File: config.mk
export PLATFORM = sky130hd
export DESIGN_NAME = octo_motion
export DESIGN_NICKNAME = d
export VERILOG_FILES = /design/src/rtl/octo_motion.sv
export SDC_FILE = /design/constraint.sdc
export NUM_CORES = 1
export LEC_CHECK = 0
export ABC_CLOCK_PERIOD_IN_PS = 3500
export CORE_MARGIN = 3
export CORE_UTILIZATION = 53
export DETAILED_ROUTE_END_ITERATION = 8
export PLACE_DENSITY = 0.81
export SYNTH_ARGS = -nofsm -noshare
export SYNTH_HDL_FRONTEND = slang
export SYNTH_SLANG_ARGS = --single-unit
File: constraint.sdc
create_clock -name clk -period 3.5 [get_ports clk]
set_input_delay 0.7 -clock clk [delete_from_list [all_inputs] [get_ports clk]]
set_output_delay 0.7 -clock clk [all_outputs]
set_load 0.01 [all_outputs]
File: src/rtl/octo_motion.sv
// Octopus enemy motion/life-cycle controller: frame-ticked horizontal patrol with
// edge bounce, triangle-wave bob, and a hit -> flash -> hidden -> respawn sequence.
module octo_motion #(
  parameter int X_MIN          = 100,
  parameter int X_MAX          = 639,
  parameter int X_START        = 320,
  parameter int Y_BASE         = 240,
  parameter int SPEED          = 2,
  parameter int BOB_AMP        = 8,
  parameter int HIT_FRAMES     = 32,
  parameter int RESPAWN_FRAMES = 60,
  parameter int V_TRIG         = 481
) (
  input  logic        clk,
  input  logic        rst,
  input  logic [10:0] hcount,
  input  logic [10:0] vcount,
  input  logic        run,
  input  logic        hit,
  output logic [11:0] octoX,
  output logic [11:0] octoY,
  output logic        octo_visible,
  output logic [7:0]  hits
);

  typedef enum logic [1:0] {
    SWIM    = 2'd0,
    HIT     = 2'd1,
    RESPAWN = 2'd2
  } state_t;

  localparam logic signed [12:0] XMIN13   = 13'(X_MIN);
  localparam logic signed [12:0] XMAX13   = 13'(X_MAX);
  localparam logic signed [12:0] SPEED13  = 13'(SPEED);
  localparam logic [11:0]        XSTART12 = 12'(X_START);
  localparam logic [11:0]        YBASE12  = 12'(Y_BASE);
  localparam logic signed [5:0]  BOB_HI   = 6'(BOB_AMP);
  localparam logic signed [5:0]  BOB_LO   = 6'(-BOB_AMP);
  localparam logic [7:0]         HIT_T    = 8'(HIT_FRAMES);
  localparam logic [7:0]         RESP_T   = 8'(RESPAWN_FRAMES);

  state_t            state_q;
  logic [11:0]       x_q;
  logic [11:0]       y_q;
  logic              dir_left_q;
  logic              bob_down_q;
  logic signed [5:0] bob_q;
  logic [7:0]        timer_q;
  logic              vis_q;
  logic [7:0]        hits_q;
  logic              cond_q;

  logic              cond_d;
  logic              tick_d;
  logic signed [12:0] x_ext_d;
  logic signed [12:0] nx_d;
  logic signed [5:0] bob_d;
  logic              bob_down_d;
  logic [11:0]       y_d;
  logic [7:0]        timer_dec_d;

  always_comb begin
    cond_d      = (hcount == 11'd0) && (vcount == 11'(V_TRIG));
    tick_d      = cond_d && !cond_q;
    x_ext_d     = {x_q[11], x_q};
    nx_d        = dir_left_q ? (x_ext_d - SPEED13) : (x_ext_d + SPEED13);
    timer_dec_d = timer_q - 8'd1;
    bob_d       = bob_q;
    bob_down_d  = bob_down_q;
    // At either extreme the bob dwells for one frame while it reverses.
    if (!bob_down_q && (bob_q == BOB_HI)) begin
      bob_down_d = 1'b1;
    end else if (bob_down_q && (bob_q == BOB_LO)) begin
      bob_down_d = 1'b0;
    end else if (bob_down_q) begin
      bob_d = bob_q - 6'sd1;
    end else begin
      bob_d = bob_q + 6'sd1;
    end
    y_d = YBASE12 + {{6{bob_d[5]}}, bob_d};
  end

  always_ff @(posedge clk) begin
    // Edge detector keeps tracking even while paused so resuming never fakes a tick.
    cond_q <= rst ? 1'b0 : cond_d;
    if (rst) begin
      state_q    <= SWIM;
      x_q        <= XSTART12;
      y_q        <= YBASE12;
      dir_left_q <= 1'b0;
      bob_down_q <= 1'b0;
      bob_q      <= '0;
      timer_q    <= '0;
      vis_q      <= 1'b1;
      hits_q     <= '0;
    end else if (run) begin
      case (state_q)
        SWIM: begin
          vis_q <= 1'b1;
          if (hit) begin
            state_q <= HIT;
            timer_q <= HIT_T;
            vis_q   <= HIT_T[2];
            if (hits_q != 8'hFF) hits_q <= hits_q + 8'd1;
          end else if (tick_d) begin
            if (!dir_left_q && (nx_d >= XMAX13)) begin
              x_q        <= XMAX13[11:0];
              dir_left_q <= 1'b1;
            end else if (dir_left_q && (nx_d <= XMIN13)) begin
              x_q        <= XMIN13[11:0];
              dir_left_q <= 1'b0;
            end else begin
              x_q <= nx_d[11:0];
            end
            bob_q      <= bob_d;
            bob_down_q <= bob_down_d;
            y_q        <= y_d;
          end
        end
        HIT: begin
          if (tick_d) begin
            if (timer_q == 8'd1) begin
              state_q <= RESPAWN;
              timer_q <= RESP_T;
              vis_q   <= 1'b0;
            end else begin
              timer_q <= timer_dec_d;
              vis_q   <= timer_dec_d[2];
            end
          end
        end
        RESPAWN: begin
          vis_q <= 1'b0;
          if (tick_d) begin
            if (timer_q == 8'd1) begin
              state_q    <= SWIM;
              x_q        <= XSTART12;
              y_q        <= YBASE12;
              bob_q      <= '0;
              bob_down_q <= 1'b0;
              dir_left_q <= 1'b0;
              vis_q      <= 1'b1;
            end else begin
              timer_q <= timer_dec_d;
            end
          end
        end
        default: begin
          state_q    <= SWIM;
          x_q        <= XSTART12;
          y_q        <= YBASE12;
          dir_left_q <= 1'b0;
          bob_down_q <= 1'b0;
          bob_q      <= '0;
          timer_q    <= '0;
          vis_q      <= 1'b1;
        end
      endcase
    end
  end

  assign octoX        = x_q;
  assign octoY        = y_q;
  assign octo_visible = vis_q;
  assign hits         = hits_q;

endmodule

==> results.py <==
metrics = {
    "cts": {
        "cts_buffers": 5,
        "htree_num_levels": 2,
        "post_cts_resized": 0,
        "clock_latency_ns": 0.30,
        "cts_tree": "built",
        "numClockSinks": 43,
        "cts_root_buf": "clkbuf_8",
        "hold_buffers": 0,
        "clk_pin_slew_ns": 0.09,
        "cts_setup_buffers": 0,
        "clockBufferDepth": 2,
    },
    "floorplan": {
        "rows": 27,
        "coreArea_mm2": 0.00557,
        "die_area_mm2": 0.00675,
        "io_pins": 59,
        "die_h_um": 82.1,
        "start_util_pct": 55.1,
        "dieWidth_um": 82.1,
    },
    "timing": {
        "max_freq_mhz": 306,
        "hold_viol": 0,
        "rsz0062_at_grt": "false",
        "fin_crit_sh_pct": 93.3,
        "maxSlewHeadroom_pct": 43.7,
        "fin_tns_setup_ns": 0,
        "finalMaxSlewViolations": 0,
        "setup_violations": 0,
        "period_needed_ns": 3.27,
        "tightest_slew_ns": 0.833,
        "fin_skew_ns": 0.00673,
    },
    "detailed_routing": {
        "vias": 2970,
        "first_pass_iters": 5,
        "antenna_left": 0,
        "m1WireLength_um": 3260,
        "top_layer": "met4",
        "drtIter0Drc": 290,
        "drc": 0,
        "via_per_inst": 6.00,
        "wl_met2_um": 3400,
        "wire_per_inst_um": 14.5,
        "wl_met3_um": 444,
        "routed_wl_um": 7180,
    },
    "finish": {
        "n_fill_cell": 496,
        "antennaDiodeCount": 0,
        "drive_gt1_share_pct": 8.75,
        "area_growth_syn_to_layout_pct": 21.9,
        "utilization_pct": 67.2,
        "fin_nets": 468,
        "final_cell_mix": "clkdlybuf4s50_1, nor2_1, dfxtp_1",
        "layout_commonest_cell": "clkdlybuf4s50_1",
    },
    "worst_setup_path": {
        "crit_type": "reg2reg",
        "startpoint": "octoX[0]",
        "path_max_fanout": 7,
        "r2r_start": "octoX[0]",
        "cp-end-kind": "flop",
        "cp-start-kind": "flop",
        "cp.required_ns": 3.71,
        "arrival_ns": 3.48,
    },
    "grt": {
        "grt_max_degree": 33,
        "grt_pass1_vias": 2724,
        "grt_usage_pct": 22.6,
        "grt_pass1_wl_um": 12100,
        "grt_antenna_before_repair": 0,
        "grt-ovfl-total": 0,
    },
    "power_and_ir_drop": {
        "p_leak_nw": 1.43,
        "power_density_mw_per_mm2": 273,
        "irDropWorstVdd_mv": 0.293,
    },
    "min_path": {
        "min_from": "octoX[11]",
        "hold_class": "reg2reg",
    },
    "logic_synthesis": {
        "ys.flop_type": "dfxtp_1",
        "async_flop_share_pct": 0,
        "ys_ff_latch": 43,
        "synth_cells": 373,
        "synth_cell_types": 72,
        "syn_avg_cell_area_um2": 8.24,
        "yosys_warnings": 0,
        "synth.cell_area_mm2": 0.00307,
        "yosysSeqAreaShare_pct": 28.0,
        "synth_edf_count": 0,
    },
    "run_status": {
        "status": "complete, no violations",
    },
    "job": {
        "drv_cap": 0,
    },
    "placed_design": {
        "gp_congestion": 0.843,
        "dp_hpwl_um": 5470,
        "portBuffers": 55,
    },
}
## sequential cells by signal, summed over array words and instances, names as in the netlist
name          flops
octoX            12
hits              8
octoY             8
timer_q           8
bob_q             2
state_q           2
bob_down_q        1
cond_q            1
octo_visible      1
## Yosys cell counts (5+ instances only)
| cell | count | area, um^2 |
|---|---|---|
| ha_1 | 18 | 225 |
| a22oi_1 | 5 | 37.5 |
| clkbuf_1 | 5 | 18.8 |
| o21a_1 | 5 | 37.5 |
| dfxtp_1 | 43 | 861 |
| xor2_1 | 9 | 78.8 |
| nor4_1 | 5 | 31.3 |
| nor3_1 | 9 | 45.0 |
| nand3_1 | 10 | 50.1 |
| o21ai_0 | 15 | 75.1 |
| buf_4 | 13 | 97.6 |
| a21oi_1 | 33 | 165 |
| nand2_1 | 28 | 105 |
| nor2_1 | 43 | 161 |
| nor2b_1 | 8 | 50.1 |
| nand4_1 | 6 | 37.5 |
| nor3b_1 | 5 | 37.5 |
| inv_1 | 9 | 33.8 |
| xnor2_1 | 7 | 61.3 |
## power breakdown
group	switching, mW	internal [mW]
logic	0.0548	0.0607
clock network	0.186	0.213
registers	0.00914	0.498
## through the flow
stage	setup WS [ns]	power [mW]	area, um^2	hold slack (ns)	std cells
after floorplan	0.581	0.588	3080	0.478	375
after detailed placement	0.0368	0.633	3630	0.460	487
after global routing	0.116	1.07	3740	0.505	495
after global placement	0.137	0.631	3630	0.455	487
after CTS	0.316	1.03	3740	0.473	495
final	0.233	1.02	3740	0.466	495
## final timing paths
| path | to | slack (ns) | cells past startpoint |
|---|---|---|---|
| min reg2reg | octoX[11] | 0.47 | 2 |
| max | octoX[2] | 0.23 | 10 |
| max reg2reg | octoX[2] | 0.23 | 10 |
| min | octoX[11] | 0.47 | 2 |
## final cells by class
type / count / area (um^2) / area share, %
timing repair buffer: 66 / 633 / 16.9
clock inverter: 3 / 43.8 / 1.17
sequential: 43 / 861 / 23.0
inverter: 9 / 33.8 / 0.902
clock buffer: 5 / 68.8 / 1.84
multi-input combinational: 297 / 2010 / 53.8
tap: 72 / 90.1 / 2.41
## critical path, cell delays in order, from the launching register on
cell	delay, ns
dfxtp_1	0.53
inv_1	0.13
fa_1	0.44
nor2b_1	0.23
o2111a_1	0.29
or3_1	0.13
a311o_1	0.23
nand2_1	0.09
a211oi_1	0.62
a21oi_2	0.16
a311oi_1	0.33
## kinds of logic after synthesis
| group | after synthesis | share of synthesized area, % |
|---|---|---|
| AND/OR/NAND/NOR | 141 | 24.3 |
| AO/OA/AOI/OAI | 113 | 26.4 |
| flip-flops | 43 | 28.0 |
| buffers and inverters | 35 | 6.68 |
| adder cells (fa/ha/maj) | 20 | 8.64 |
| XOR/XNOR | 16 | 4.56 |
| multiplexers | 4 | 1.30 |
| other | 1 | 0.122 |
## layer usage
metal,vias to the layer above,global-route usage [%]
li1,1476,-
met1,1385,29.5
met2,102,37.3
met3,7,4.88
met4,0,6.81
met5,-,0
Note: power is estimated with default switching activity, not from simulation.
